## src/rtl/constants_pkg.sv

```systemverilog
// Shared definitions for the pipeline control slice: sequencer states,
// the default multiply latency and a per-stage control bundle.
package constants_pkg;

    typedef enum logic {
        RUN      = 1'b0,
        MUL_WAIT = 1'b1
    } pipe_ctrl_state_t;

    localparam int MUL_LATENCY_DEFAULT = 4;
    localparam int MUL_CNT_W           = 4;

    typedef struct packed {
        logic en;
        logic bubble;
    } stage_ctrl_t;

endpackage

```

## src/rtl/perf_counter.sv

```systemverilog
// Free-running wrapping event counter with synchronous reset and an
// increment enable.
module perf_counter #(
    parameter int CNT_W = 32
) (
    input  logic             clk,
    input  logic             rst,
    input  logic             inc_i,
    output logic [CNT_W-1:0] count_o
);

    localparam logic [CNT_W-1:0] ONE = 1;

    logic [CNT_W-1:0] count_q;
    logic [CNT_W-1:0] count_d;

    always_comb begin
        count_d = count_q;
        if (inc_i) begin
            count_d = count_q + ONE;
        end
    end

    always_ff @(posedge clk) begin
        if (rst) begin
            count_q <= '0;
        end else begin
            count_q <= count_d;
        end
    end

    assign count_o = count_q;

endmodule

```

## src/rtl/pipeline_ctrl.sv

```systemverilog
// Stall/flush sequencer for the 5-stage core: one prioritised decision per
// cycle drives the load-enable and bubble of every pipeline register.
module pipeline_ctrl
    import constants_pkg::*;
#(
    parameter int MUL_LATENCY = MUL_LATENCY_DEFAULT,
    parameter int CNT_W       = 32
) (
    input  logic             clk,
    input  logic             rst,
    input  logic             stall_dec_in,
    input  logic             mem_busy_in,
    input  logic             mul_issue_in,
    input  logic             br_taken_in,
    output logic             pc_en_out,
    output logic             pc_redirect_out,
    output logic             fd_en_out,
    output logic             fd_flush_out,
    output logic             de_en_out,
    output logic             de_bubble_out,
    output logic             em_en_out,
    output logic             em_bubble_out,
    output logic             mw_en_out,
    output logic             mw_bubble_out,
    output logic [CNT_W-1:0] stall_cycles_out,
    output logic [CNT_W-1:0] flush_count_out
);

    // The issue cycle is the first stall cycle, so the countdown covers the rest.
    localparam logic                 MUL_STALLS = (MUL_LATENCY > 1);
    localparam logic [MUL_CNT_W-1:0] MUL_RELOAD =
        (MUL_LATENCY > 1) ? MUL_CNT_W'(MUL_LATENCY - 2) : MUL_CNT_W'(0);

    pipe_ctrl_state_t     state_q;
    pipe_ctrl_state_t     state_d;
    logic [MUL_CNT_W-1:0] mul_cnt_q;
    logic [MUL_CNT_W-1:0] mul_cnt_d;

    stage_ctrl_t fd_c;
    stage_ctrl_t de_c;
    stage_ctrl_t em_c;
    stage_ctrl_t mw_c;
    logic        pc_en;
    logic        pc_redirect;
    logic        mul_stall;
    logic        stall_inc;
    logic        flush_inc;

    assign mul_stall = ((state_q == MUL_WAIT) && (mul_cnt_q != '0)) ||
                       ((state_q == RUN) && mul_issue_in && MUL_STALLS);

    always_comb begin
        state_d     = state_q;
        mul_cnt_d   = mul_cnt_q;
        pc_en       = 1'b1;
        pc_redirect = 1'b0;
        fd_c        = '{en: 1'b1, bubble: 1'b0};
        de_c        = '{en: 1'b1, bubble: 1'b0};
        em_c        = '{en: 1'b1, bubble: 1'b0};
        mw_c        = '{en: 1'b1, bubble: 1'b0};
        flush_inc   = 1'b0;

        if (rst) begin
            pc_en = 1'b0;
            fd_c  = '{en: 1'b0, bubble: 1'b0};
            de_c  = '{en: 1'b0, bubble: 1'b0};
            em_c  = '{en: 1'b0, bubble: 1'b0};
            mw_c  = '{en: 1'b0, bubble: 1'b0};
        end else if (mem_busy_in) begin
            // Whole pipe freezes behind MEM; the multiply countdown pauses too.
            pc_en       = 1'b0;
            fd_c.en     = 1'b0;
            de_c.en     = 1'b0;
            em_c.en     = 1'b0;
            mw_c.bubble = 1'b1;
        end else if (mul_stall) begin
            pc_en       = 1'b0;
            fd_c.en     = 1'b0;
            de_c.en     = 1'b0;
            em_c.bubble = 1'b1;
            if (state_q == RUN) begin
                state_d   = MUL_WAIT;
                mul_cnt_d = MUL_RELOAD;
            end else begin
                mul_cnt_d = mul_cnt_q - 1'b1;
            end
        end else begin
            // Release cycle of a multiply falls through to the ordinary rules.
            state_d = RUN;
            if (br_taken_in) begin
                pc_redirect  = 1'b1;
                fd_c.bubble  = 1'b1;
                de_c.bubble  = 1'b1;
                flush_inc    = 1'b1;
            end else if (stall_dec_in) begin
                pc_en       = 1'b0;
                fd_c.en     = 1'b0;
                de_c.bubble = 1'b1;
            end
        end
    end

    always_ff @(posedge clk) begin
        if (rst) begin
            state_q   <= RUN;
            mul_cnt_q <= '0;
        end else begin
            state_q   <= state_d;
            mul_cnt_q <= mul_cnt_d;
        end
    end

    assign stall_inc = !rst && !pc_en;

    perf_counter #(.CNT_W(CNT_W)) u_stall_cnt (
        .clk     (clk),
        .rst     (rst),
        .inc_i   (stall_inc),
        .count_o (stall_cycles_out)
    );

    perf_counter #(.CNT_W(CNT_W)) u_flush_cnt (
        .clk     (clk),
        .rst     (rst),
        .inc_i   (flush_inc),
        .count_o (flush_count_out)
    );

    assign pc_en_out       = pc_en;
    assign pc_redirect_out = pc_redirect;
    assign fd_en_out       = fd_c.en;
    assign fd_flush_out    = fd_c.bubble;
    assign de_en_out       = de_c.en;
    assign de_bubble_out   = de_c.bubble;
    assign em_en_out       = em_c.en;
    assign em_bubble_out   = em_c.bubble;
    assign mw_en_out       = mw_c.en;
    assign mw_bubble_out   = mw_c.bubble;

endmodule

```

## config.mk

```make
export PLATFORM = sky130hd
export DESIGN_NAME = pipeline_ctrl
export DESIGN_NICKNAME = d
export VERILOG_FILES = /design/src/rtl/constants_pkg.sv /design/src/rtl/perf_counter.sv /design/src/rtl/pipeline_ctrl.sv
export SDC_FILE = /design/constraint.sdc
export NUM_CORES = 1
export LEC_CHECK = 0
export BUFFER_PORTS_ARGS = -buffer_cell sky130_fd_sc_hd__buf_2
export CAP_MARGIN = 15
export CORE_UTILIZATION = 57
export DETAILED_ROUTE_END_ITERATION = 6
export HOLD_SLACK_MARGIN = 0.15
export PLACE_DENSITY = 0.9
export SYNTH_ARGS = -nofsm -noshare
export SYNTH_HDL_FRONTEND = slang
export SYNTH_SLANG_ARGS = --single-unit
```

## constraint.sdc

```tcl
create_clock -name clk -period 3.4 [get_ports clk]
set_input_delay 0.34 -clock clk [delete_from_list [all_inputs] [get_ports clk]]
set_output_delay 0.34 -clock clk [all_outputs]
set_load 0.005 [all_outputs]
```

# Word level (Yosys, flattened, before mapping)

Cells that the tools add are included.

Bitwise operators: 2
Add/sub/neg operators: 3
Multiplexer cells: 25
Reductions and logical operators: 8

Operator list:

| operator                | number |
|---|---|
| $add A32 B1 Y32 const B | 2 |
| $mux W1                 | 21 |
| $mux W2                 | 3 |
| $mux W4                 | 1 |
| $reduce_bool A4 Y1      | 1 |
| $sub A4 B1 Y4 const B   | 1 |
| $logic_and A1 B1 Y1     | 3 |
| $logic_not A1 Y1        | 2 |
| $not A1 Y1              | 2 |
| $reduce_and A2 Y1       | 1 |
| $logic_or A1 B1 Y1      | 1 |

Bits in registers: 69
Input port bits: 6
Output and inout port bits: 74
Logic and storage cells: 42

# Longest topological paths before layout

Gate-level depths: netlist of the first run.

Depth in word-level cells: 8
Gate-level depth with buffers: 8
Mapped depth without buffers: 7

# Cells and area by module

A second synthesis of the first run with hierarchy kept.

Cell total of the unflattened synthesis: 412
Area, all modules: 3540.9 µm²

By module, submodules not included:

| module        | times used | area an instance (µm²) | sequential area each (µm²) | cells each |
|---|---|---|---|---|
| perf_counter  | 2          | 1564.0                 | 640.6                      | 181 |
| pipeline_ctrl | 1          | 412.9                  | 100.1                      | 50 |

# Least setup slack after synthesis of the first run

Ideal clock, no wire load.

Path type: register -> output
From: reg state_q
To: out pc_en_out
Data required time: 3.060 ns
Buffers on the path: 3
Setup slack: 1.489 ns
Arrival time: 1.571 ns
Stages on the path, launching flop included: 7
Path through: dfxtp_1 > buf_2 > or2_2 > a21boi_1 > buf_2 > nor2b_1 > buf_4

Longest elaborated chain between the ends: 6
Elaborated cells between the ends (all ways): 7
Those cells by class: mux: 3; bitwise: 1; reduce/logical: 3

RTL lines:

| element                  | line                 | source |
|---|---|---|
| start: declaration       | pipeline_ctrl.sv:34  | `pipe_ctrl_state_t state_q;` |
| start signal: assignment | pipeline_ctrl.sv:108 | `state_q <= state_d;` |
| $not A1 Y1               | -                    |  |
| $logic_and A1 B1 Y1      | pipeline_ctrl.sv:50  | `((state_q == RUN) && mul_issue_in && MUL_STALLS);` |
| $logic_or A1 B1 Y1 (*)   | pipeline_ctrl.sv:49  | `assign mul_stall = ((state_q == MUL_WAIT) && (mul_cnt_q != '0)) \|\|` |
| $mux W1 (*)              | pipeline_ctrl.sv:76  | `end else if (mul_stall) begin` |
| $mux W1 (*)              | pipeline_ctrl.sv:69  | `end else if (mem_busy_in) begin` |
| $mux W1 (*)              | pipeline_ctrl.sv:63  | `if (rst) begin` |
| end: declaration         | pipeline_ctrl.sv:15  | `output logic pc_en_out,` |

Mark *: on every way between the ends. The rest lies on a longest branch, timed or not.

# Worst setup path after layout of the first run

From: reg mul_cnt_q[0]
To: out fd_flush_out

Longest elaborated chain between the ends: 6

RTL lines:

| element                  | line                 | source |
|---|---|---|
| start: declaration       | pipeline_ctrl.sv:36  | `logic [MUL_CNT_W-1:0] mul_cnt_q;` |
| start signal: assignment | pipeline_ctrl.sv:109 | `mul_cnt_q <= mul_cnt_d;` |
| $reduce_bool A4 Y1       | pipeline_ctrl.sv:49  |  |
| $logic_and A1 B1 Y1      | pipeline_ctrl.sv:49  |  |
| $logic_or A1 B1 Y1       | pipeline_ctrl.sv:49  |  |
| $mux W1                  | pipeline_ctrl.sv:76  |  |
| $mux W1                  | pipeline_ctrl.sv:69  |  |
| $mux W2                  | pipeline_ctrl.sv:63  |  |
| end: declaration         | pipeline_ctrl.sv:18  | `output logic fd_flush_out,` |

Every way passes these cells.

==> results of run 1 <==
[per-stage QoR]
stage / util [%] / std cells / power, µW
2_1_floorplan: - / 385 / 903.5
3_3_place_gp: 67.25 / 519 / 926.7
3_5_place_dp: 67.25 / 519 / 930.9
4_1_cts: 70.44 / 534 / 1527
5_1_grt: 70.44 / 534 / 1568
6_report: 70.44 / 534 / 1516
[cell usage in the layout, fill, tap and decap left out, types with 2 or more instances in the layout]
cell type	instances
nor3_1	9
buf_4	5
and4_1	6
o31ai_1	3
and4_2	2
ha_1	3
and3_2	2
nor2b_1	5
or3_1	5
nor3b_1	3
buf_2	79
nor2_1	61
dfxtp_1	69
clkbuf_1	2
or4_1	2
nand2_1	21
nor4b_1	4
nor4_1	16
nand4_1	19
a21oi_1	11
xnor2_1	30
and2_1	6
o21ai_0	7
xor2_1	25
inv_1	5
clkbuf_8	12
nand3_1	19
and3_1	10
[routing by layer]
metal / vias up / track usage (%) / share of wire, %
li1: 1504 / - / -
met1: 1391 / 31.30 / 45
met2: 88 / 41.84 / 48
met3: 9 / 5.233 / 5.5
met4: 0 / 11.30 / 1.4
met5: - / 0 / 0
[worst min-delay path by stage]
stage,endpoint,startpoint,depth (start not counted)
after floorplan,u_flush_cnt.count_o[31],u_flush_cnt.count_o[31],2
after global placement,u_flush_cnt.count_o[31],u_flush_cnt.count_o[31],2
after detailed placement,u_stall_cnt.count_o[31],u_stall_cnt.count_o[31],2
after CTS,state_q,mem_busy_in,3
after global routing,state_q,mem_busy_in,3
final,state_q,mem_busy_in,3
[registers in the layout (all words and copies together), names as in the netlist]
register and flops:
mul_cnt_q 4, state_q 1, u_flush_cnt.count_o 32, u_stall_cnt.count_o 32
[worst max-delay path: cells and delay by family (launching register included)]
| family | cells | cell delay, ns |
|---|---|---|
| fa+ha+maj | 1 | 0.24 |
| simple gates | 1 | 0.26 |
| buf+inv | 3 | 0.39 |
| flops | 1 | 0.39 |
| compound gates | 1 | 0.46 |
[final cells by class]
type	count	area (µm²)	area share (%)
Clock buffer	14	172.7	4.398
Clock inverter	1	5.005	0.1275
Inverter	5	18.77	0.4780
Multi-Input combinational cell	289	1826	46.49
Sequential cell	69	1381	35.18
Tap cell	72	90.09	2.294
Timing Repair Buffer	84	432.9	11.03
[cell families (layout without fill, tap and decap cells)]
group                    Yosys count  after routing
flip-flops                        69             69
AO/OA/AOI/OAI                     28             28
XOR/XNOR                          55             55
AND/OR/NAND/NOR                  202            202
adder cells (fa/ha/maj)            3              3
buffers and inverters             27            104
multiplexers                       1              1
[where the power goes]
part / switching (µW) / total, µW / internal, µW
combinational: 54.9 / 85.6 / 30.7
sequential: 11.8 / 828 / 816
clock: 282 / 603 / 320
==> qor.yml, run 1 <==
run_status:
  outcome: "completed"
timing:
  fin_setup_tns_ns: 0
  fin_skew_ns: 0.008331
  slew_violations: 0
  fmaxAchievable_ghz: 0.4141
  finalSetupViolations: 0
  setup_ws_ns: 0.9852
  maxSlewHeadroom_pct: 53.48
  rsz0062_at_grt: "no"
  fin_crit_sh_pct: 71.02
  period_needed_ns: 2.415
  tightest_slew_ns: 0.6978
  whs_ns: 0.3533
  hold_viol: 0
route:
  wirelength_um: 7235
  num_vias: 2992
  drt-pass1-iter-count: 4
  drt_iter0_markers: 144
  drc: 0
  detail_route.wl_per_cell_um: 13.55
  via_per_inst: 5.603
  ant_nets: 0
synthesis:
  synthArstFlopShare_pct: 0
  synth_ff_type: "dfxtp_1"
  yosys.area.top_type: "dfxtp_1"
  synth_top_family_by_area: "simple AND/OR/NAND/NOR gates"
  synth_area_per_cell_um2: 8.654
  ys_types: 50
  syn-cell-area_um2: 3332
  synth-compound-area-share_pct: 5.295
  synth_common_cells: "69 x dfxtp_1, 61 x nor2_1, 30 x xnor2_1"
  synth-xor-area-share_pct: 14.46
  yosysMostFrequentCell: "dfxtp_1"
  synthMuxAreaShare_pct: 0.3004
  netlist.area_leader.share_pct: 41.46
  synthAdderAreaFrac_pct: 1.127
  synth-seq-cells: 69
  synth-simple-area-share_pct: 33.38
  synthCells: 385
  ys_seq_area_share_pct: 41.46
  yosys_warnings: 0
  synthTopCellsByArea: "dfxtp_1 41%, xnor2_1 7.9%, nor2_1 6.9%"
  synth_edf_count: 0
  synth.net_count: 394
global_routing:
  globalRoute.totalOverflow: 0
  first_global_vias: 2768
  grt_pass1_wl_um: 12390
  grt_max_degree: 72
  antenna_found_initial: 0
  grt_util_all_layers_pct: 25.17
floorplanning:
  die_area_um2: 6155
  pin_count: 80
  core_um2: 5574
  die_h_um: 78.46
  dieWidth_um: 78.46
  rows: 27
  start_util_pct: 59.78
clock_tree:
  clkTransAtPathRegs_ns: 0.07
  cts_hold_buf: 0
  post_cts_resized: 0
  cts_buffers: 9
  numClockSinks: 69
  post_cts_buffers: 0
  clockRootBuffer: "clkbuf_8"
  worstSkewPairLatency_ns: 0.33
  cts_tree: "done"
  clk_path_buf_depth: 2
  h-tree-depth: 3
final_layout:
  n_antenna_cell: 0
  areaGrowthSynthToFinish_pct: 17.84
  design_area_um2: 3926
  drive_gt1_share_pct: 23.59
  nFillCells: 437
  final_nets: 467
setup_path:
  critPathSlowestCell: "o211ai_1"
  rr_endpoint: "u_stall_cnt.count_o[30]"
  rr_worst_depth: 5
  critPathMaxFanout: 7
  critical_path_class: "register to output port"
  cp-startpoint: "mul_cnt_q[0]"
  cp.required_ns: 3.06
  crit_path_frequent_cell: "inv_1"
  crit_end: "fd_flush_out"
  slowest_delay_ns: 0.46
  worstPathCellList: "inv_1 -> ha_1 -> and4bb_2 -> o211ai_1 -> inv_1 -> buf_2"
  end_kind: "output port"
  ff2ff_setup_slack_ns: 1.09
  arrival_ns: 2.07
  worstSetupStartpointType: "register"
  r2r-start: "u_stall_cnt.count_o[3]"
pwr:
  max-vdd-ir-drop_v: 0.0002486
  powerDensity_nw_per_um2: 386.2
  leakagePower_uw: 0.001633
flow_run:
  drv_cap: 0
placement:
  pre_cts_slack_ns: 1.101
  place.gp.congestion: 0.8170
  dpl_cell_area_um2: 3749
  dp_hpwl_um: 5031
  portBuffers: 79
hold_path:
  min_path_type: "input port to register"
No activity file was read; power rests on OpenSTA's default activity.
==> inputs of run 2 (changes only) <==
--- a/config.mk
+++ b/config.mk
@@ -7,10 +7,10 @@
 export LEC_CHECK = 0
 export BUFFER_PORTS_ARGS = -buffer_cell sky130_fd_sc_hd__buf_2
 export CAP_MARGIN = 15
-export CORE_UTILIZATION = 57
+export CORE_UTILIZATION = 48
 export DETAILED_ROUTE_END_ITERATION = 6
 export HOLD_SLACK_MARGIN = 0.15
-export PLACE_DENSITY = 0.9
+export PLACE_DENSITY = 0.82
 export SYNTH_ARGS = -nofsm -noshare
 export SYNTH_HDL_FRONTEND = slang
 export SYNTH_SLANG_ARGS = --single-unit
==> constraint.sdc (replaced) <==
create_clock -name clk -period 2.18 [get_ports clk]
set_input_delay 0.218 -clock clk [delete_from_list [all_inputs] [get_ports clk]]
set_output_delay 0.218 -clock clk [all_outputs]
set_load 0.005 [all_outputs]
==> run 2 against run 1 <==
  * Register-to-register slack worse by 0.84 ns
  * Die area up 18%
  * Combinational power up 74%
  * Largest cell class unchanged
==> qor.yml, run 2 (synthesis gave the netlist of run 1 again) <==
final_layout:
  areaGrowthSynthToFinish_pct: 21.18
  layout_common_cells: "79 x buf_2, 69 x dfxtp_1, 61 x nor2_1"
  drive_gt1_share_pct: 25.32  # +1.7 points
  n_antenna_cell: 0  # unchanged
  final_nets: 474  # +1.5%
  final_common_cell: "buf_2"
  finish.utilization_pct: 61.82  # -8.6 points
timing:
  hold_viol: 0  # unchanged
  fmaxAchievable_ghz: 0.4953
  rsz0062_at_grt: "no"
  fin_skew_ns: 0.006871  # -0.001460 ns
  finalSetupViolations: 0  # unchanged
  tightest_slew_ns: 0.6395  # -0.05830 ns
  fin_crit_sh_pct: 92.62
  setup_ws_ns: 0.1608  # -0.8244 ns
  maxSlewHeadroom_pct: 57.37  # +3.9 points
  period_needed_ns: 2.019
  slew_violations: 0  # unchanged
  fin_setup_tns_ns: 0  # unchanged
floorplanning:
  rows: 29  # +7.4%
  die_h_um: 85.32  # +8.7%
  die_area_um2: 7279  # +18%
  core_um2: 6531  # +17%
  pin_count: 80  # unchanged
  dieWidth_um: 85.32  # +8.7%
  start_util_pct: 51.02  # -8.8 points
pwr:
  p_sw_uw: 569.7  # +63%
  clkPwrFrac_pct: 43.0  # +3.2 points
  seqPwrFrac_pct: 51.1  # -3.5 points
  leakagePower_uw: 0.001684  # +3.2%
  swShare_pct: 22.61  # -0.41 points
  max-vdd-ir-drop_v: 0.0004103  # +65%
  p_int_uw: 1950  # +67%
  powerDensity_nw_per_um2: 624.1  # +62%
  combPwrFrac_pct: 5.9  # +0.3 points
clock_tree:
  cts_buffers: 9  # unchanged
  clkTransAtPathRegs_ns: 0.07  # about the same
  numClockSinks: 69  # unchanged
  clk_path_buf_depth: 2  # unchanged
  h-tree-depth: 3  # unchanged
  worstSkewPairLatency_ns: 0.34  # about the same
  clockRootBuffer: "clkbuf_8"
  cts_tree: "done"
global_routing:
  antenna_found_initial: 0  # unchanged
  first_global_vias: 2750  # -0.65%
  grt_pass1_wl_um: 12500  # +0.94%
  grt_max_degree: 66  # -8.3%
  globalRoute.totalOverflow: 0  # unchanged
  grt_util_all_layers_pct: 21.43  # -3.7 points
setup_path:
  worstSetupStartpointType: "register"
  cp_top_family: "buffers and inverters"
  worstPathCellList: "inv_1 -> ha_1 -> and4bb_2 -> o211ai_1 -> buf_4 -> inv_1 -> buf_2"
  critPathSlowestCell: "dfxtp_1"
  end_kind: "output port"
  ff2ff_setup_slack_ns: 0.25  # -0.84 ns
  slowest_delay_ns: 0.38  # -0.08 ns
  crit_path_frequent_cell: "inv_1"
  critical_path_class: "register to output port"
  arrival_ns: 1.80  # -0.27 ns
  critPathMaxFanout: 7  # unchanged
  critPathBufInv: 4  # +1
  cp.required_ns: 1.96  # -1.10 ns
route:
  wirelength_um: 7449  # +3.0%
  detail_route.wl_per_cell_um: 13.62  # +0.51%
  via_per_inst: 5.452  # -2.7%
  ant_nets: 0  # unchanged
  num_vias: 2982  # -0.33%
  drt_iter0_markers: 134  # -6.9%
  drc: 0  # unchanged
  drt-pass1-iter-count: 4  # unchanged
placement:
  place.gp.congestion: 0.7880  # -3.5%
  portBuffers: 79  # unchanged
  pre_cts_slack_ns: 0.2568  # -0.8444 ns
  dp_hpwl_um: 5197  # +3.3%
hold_path:
  min_path_type: "input port to register"
flow_run:
  drv_cap: 0  # unchanged
run_status:
  outcome: "completed"
run 2: cell count changes in the layout (fill, tap and decap cells not counted), sizes merged:
cell and change:
buf +7, clkbuf -1, bufinv +1, clkinvlp +1
run 2: final timing paths:
path	cells past startpoint	endpoint	startpoint
setup / recovery	7	fd_flush_out	mul_cnt_q[0]
hold / removal	2	u_flush_cnt.count_o[16]	rst
setup reg to reg	8	u_flush_cnt.count_o[30]	mul_cnt_q[0]
hold reg to reg	2	u_flush_cnt.count_o[31]	u_flush_cnt.count_o[31]
run 2: worst reg2reg max path: cells and delay by family (launching register included):
family | cells | cell delay [ns]
AND/OR/NAND/NOR | 3 | 0.69
AO/OA/AOI/OAI | 2 | 0.38
flip-flops | 1 | 0.34
buffers and inverters | 2 | 0.28
adder cells (fa/ha/maj) | 1 | 0.19
run 2: power groups by stage:
stage / logic, µW / clock network [µW] / registers (µW)
6_report: 149 / 1080 / 1290
3_3_place_gp: 142 / 0 / 1310
4_1_cts: 145 / 1120 / 1290
2_1_floorplan: 97.5 / 0 / 1310
3_5_place_dp: 144 / 0 / 1320
5_1_grt: 166 / 1170 / 1290
run 2: timing repair:
action | CTS | global route
buffers inserted | 0 | 2
endpoints found under the setup margin | 0 | 2
gates resized for setup | 0 | 2
hold buffers | 0 | 0
run 2: layout make-up:
| cell class | instances | area [µm²] |
|---|---|---|
| Fill cell | 594 | 2494 |
| Multi-Input combinational cell | 289 | 1828 |
| Sequential cell | 69 | 1381 |
| Timing Repair Buffer | 91 | 501.7 |
| Clock buffer | 13 | 168.9 |
| Tap cell | 77 | 96.34 |
| Clock inverter | 3 | 42.54 |
| Inverter | 5 | 18.77 |
run 2: per-layer routing:
layer / routed length [µm] / GRT usage, % / vias to the layer above
li1: - / - / 1509
met1: 3403 / 27.25 / 1394
met2: 3583 / 34.16 / 66
met3: 305 / 4.280 / 13
met4: 157 / 11.82 / 0
met5: 0 / 0 / -
run 2: through the flow:
step	instances	power (µW)	hold slack (ns)	area [µm²]
final	547	2520	0.1748	4038
after global routing	547	2621	0.1867	4038
after CTS	545	2548	0.1629	4016
after detailed placement	529	1460	0.4716	3805
after global placement	529	1455	0.4642	3805
after floorplan	385	1409	0.3632	3332
==> inputs of run 3 (changes only) <==
--- a/config.mk
+++ b/config.mk
@@ -5,12 +5,13 @@
 export SDC_FILE = /design/constraint.sdc
 export NUM_CORES = 1
 export LEC_CHECK = 0
+export ABC_AREA = 1
 export BUFFER_PORTS_ARGS = -buffer_cell sky130_fd_sc_hd__buf_2
 export CAP_MARGIN = 15
-export CORE_UTILIZATION = 48
+export CORE_UTILIZATION = 50
 export DETAILED_ROUTE_END_ITERATION = 6
 export HOLD_SLACK_MARGIN = 0.15
-export PLACE_DENSITY = 0.82
+export PLACE_DENSITY = 0.83
 export SYNTH_ARGS = -nofsm -noshare
 export SYNTH_HDL_FRONTEND = slang
 export SYNTH_SLANG_ARGS = --single-unit
==> run 3 against run 2 <==
  * Synthesized cell count is 55% higher
  * Clock power is 15% lower
  * Via count grew 38%
  * Routed wire length rose by 35%
  * Area after synthesis grew 14%
  * Final cell count grew 43%
  * Critical path type unchanged
  * Largest cell class unchanged
  * Largest power group unchanged
==> qor.yml, run 3 <==
run_status:
  outcome: "completed"
pwr:
  max-vdd-ir-drop_v: 0.0002449  # -40%
  leakagePower_uw: 0.001928  # +15%
  swShare_pct: 25.70  # +3.1 points
  clkPwrFrac_pct: 38.7  # -4.3 points
  powerDensity_nw_per_um2: 532.1  # -15%
  p_sw_uw: 611.5  # +7.3%
  seqPwrFrac_pct: 54.3  # +3.2 points
  combPwrFrac_pct: 7.0  # +1.1 points
  p_int_uw: 1767  # -9.4%
synthesis:
  yosys_warnings: 0  # unchanged
  synthAdderAreaFrac_pct: 0.9846  # -0.14 points
  synth_area_per_cell_um2: 6.386  # -26%
  synth-simple-area-share_pct: 43.55  # +10 points
  synth_edf_count: 0  # unchanged
  synth-compound-area-share_pct: 8.992  # +3.7 points
  synthCells: 597  # +55%
  yosys.area.top_type: "dfxtp_1"
  ys_seq_area_share_pct: 36.23  # -5.2 points
  synth-seq-cells: 69  # unchanged
  synth-xor-area-share_pct: 1.608  # -13 points
  synthArstFlopShare_pct: 0  # unchanged
  synth_ff_type: "dfxtp_1"
  yosysMostFrequentCell: "nand2_1"
  synth.net_count: 606  # +54%
  synthMuxAreaShare_pct: 0  # -0.30 points
  synth_common_cells: "148 x nand2_1, 127 x nor2_1, 69 x dfxtp_1"
  synthTopCellsByArea: "dfxtp_1 36%, nand2_1 15%, nor2_1 13%"
  synth_top_family_by_area: "simple AND/OR/NAND/NOR gates"
  netlist.area_leader.share_pct: 36.23  # -5.2 points
  syn-cell-area_um2: 3812  # +14%
  ys_types: 38  # -24%
global_routing:
  globalRoute.totalOverflow: 0  # unchanged
  grt-busiest-layer: "met2"
  grt_max_degree: 31  # -53%
  first_global_vias: 3534  # +29%
  gr-usage-met1_pct: 34.49  # +7.2 points
  grt_util_all_layers_pct: 25.70  # +4.3 points
  antenna_found_initial: 0  # unchanged
  gr-usage-met2_pct: 41.15  # +7.0 points
  grt_pass1_wl_um: 15930  # +27%
  grt.met3_usage_pct: 4.986  # +0.71 points
setup_path:
  arrival_ns: 1.82  # +0.02 ns
  r2r-start: "mul_cnt_q[0]"
  rr_worst_depth: 12  # +4
  ff2ff_setup_slack_ns: 0.31  # +0.06 ns
  rr_endpoint: "u_flush_cnt.count_o[12]"
  end_kind: "output port"
  critPathMaxFanout: 28  # +21
  critical_path_class: "register to output port"
  cp.required_ns: 1.96  # about the same
  worstSetupStartpointType: "register"
clock_tree:
  numClockSinks: 69  # unchanged
  cts_hold_buf: 0  # unchanged
  clkTransAtPathRegs_ns: 0.07  # about the same
  clk_path_buf_depth: 2  # unchanged
  cts_buffers: 9  # unchanged
  cts_tree: "done"
  clockRootBuffer: "clkbuf_8"
  worstSkewPairLatency_ns: 0.35  # about the same
  h-tree-depth: 3  # unchanged
timing:
  tightest_slew_ns: 0.3814  # -0.2581 ns
  maxSlewHeadroom_pct: 74.30  # +17 points
  hold_viol: 0  # unchanged
  fmaxAchievable_ghz: 0.4901  # -1.0%
  fin_crit_sh_pct: 93.59  # +0.97 points
  period_needed_ns: 2.040  # +0.02120 ns
  slew_violations: 0  # unchanged
  rsz0062_at_grt: "no"
  fin_skew_ns: 0.01161  # +0.004739 ns
  finalSetupViolations: 0  # unchanged
  fin_setup_tns_ns: 0  # unchanged
placement:
  place.gp.congestion: 0.9226  # +17%
  dp_hpwl_um: 7517  # +45%
  portBuffers: 79  # unchanged
  dp_cells: 765  # +45%
hold_path:
  min_path_type: "input port to register"
  worstHoldPathCells: 4  # +2
  holdPathEnd: "state_q"
  min_from: "rst"
floorplanning:
  rows: 31  # +6.9%
  dieWidth_um: 89.32  # +4.7%
  die_h_um: 89.32  # +4.7%
  core_um2: 7331  # +12%
  pin_count: 80  # unchanged
  die_area_um2: 7978  # +9.6%
  start_util_pct: 52.01  # +0.99 points
route:
  num_vias: 4104  # +38%
  ant_nets: 0  # unchanged
  wirelength_um: 10040  # +35%
  drt_iter0_markers: 278  # +110%
  drc: 0  # unchanged
  detail_route.wl_per_cell_um: 12.82  # -5.8%
  via_per_inst: 5.241  # -3.9%
  drt-pass1-iter-count: 5  # +1
final_layout:
  areaGrowthSynthToFinish_pct: 17.26
  layout_common_cells: "148 x nand2_1, 127 x nor2_1, 79 x buf_2"
  finish.utilization_pct: 60.98  # -0.84 points
  drive_gt1_share_pct: 17.69  # -7.6 points
  n_antenna_cell: 0  # unchanged
  nFillCells: 714  # +20%
  fin_cells: 783  # +43%
  final_nets: 689  # +45%
  final_common_cell: "nand2_1"
flow_run:
  drv_cap: 0  # unchanged
## run 3: cell count changes after synthesis, sizes merged, moves of 17 or more
| cell | previous run | this run |
|---|---|---|
| xor2 | 25 | 2 |
| nand3 | 19 | 52 |
| xnor2 | 30 | 5 |
| inv | 5 | 62 |
| nand2 | 22 | 151 |
| nor4 | 17 | 0 |
| nor2 | 61 | 137 |
| a21oi | 11 | 38 |
## run 3: how the worst max path moves through the flow
stage / startpoint / to / slack [ns] / cells past startpoint
final: mul_cnt_q[0] / pc_en_out / 0.14 / 9
after global routing: mul_cnt_q[0] / fd_en_out / 0.01 / 9
after CTS: mul_cnt_q[0] / fd_flush_out / 0.04 / 9
after detailed placement: mul_cnt_q[0] / mul_cnt_q[3] / 0.34 / 10
after global placement: mul_cnt_q[0] / pc_redirect_out / 0.47 / 9
after floorplan: mul_cnt_q[0] / pc_en_out / 0.62 / 10
## run 3: metal layers
| layer | vias up | wire, µm | part of all wire [%] |
|---|---|---|---|
| li1 | 2066 | - | - |
| met1 | 1844 | 4522 | 45 |
| met2 | 175 | 4564 | 45 |
| met3 | 19 | 789 | 7.9 |
| met4 | 0 | 163 | 1.6 |
| met5 | - | 0 | 0 |
## run 3: stage by stage
step	setup WS, ns	power (µW)	hold WS [ns]	instance area [µm²]
global route	0.01088	2466	0.2939	4471
detailed placement	0.3411	1482	0.4795	4264
CTS	0.04263	2382	0.2529	4431
global placement	0.4711	1474	0.4492	4264
finish	0.1396	2379	0.2549	4471
floorplan	0.6170	1437	0.4229	3812
## run 3: logic make-up after synthesis
| group | count (synthesis) |
|---|---|
| adder cells (fa/ha/maj) | 3 |
| buffers and inverters | 76 |
| flip-flops | 69 |
| AO/OA/AOI/OAI | 64 |
| XOR/XNOR | 7 |
| AND/OR/NAND/NOR | 378 |
## run 3: power groups by stage
stage / Combinational, µW / Sequential (µW) / Clock, µW
after floorplan: 119 / 1320 / 0
after global placement: 155 / 1320 / 0
after detailed placement: 162 / 1320 / 0
after CTS: 162 / 1290 / 928
after global routing: 188 / 1290 / 984
final: 168 / 1290 / 920
## run 3: final cells by class
type                       count  area, µm²  share of cell area (%)
clock buffer                  11      141.4                   3.163
clock inverter                 4      25.02                  0.5598
inverter                      63      244.0                   5.458
multi-input combinational    452       2102                   47.02
sequential                    69       1381                   30.90
tap                           99      123.9                   2.771
timing repair buffer          85      452.9                   10.13
## run 3: worst max-delay path, cell delays in order, from the launching register on
cell	delay, ns
dfxtp_1	0.32
inv_1	0.09
ha_1	0.17
inv_1	0.04
nor2_1	0.08
nand2_1	0.09
nand2_4	0.14
nand2_4	0.21
nor2_2	0.20
buf_2	0.14
## run 3: repair_timing
item	4_1_cts	5_1_grt
resized for setup	0	2
buffers inserted	0	3
endpoints found under the setup margin	0	2
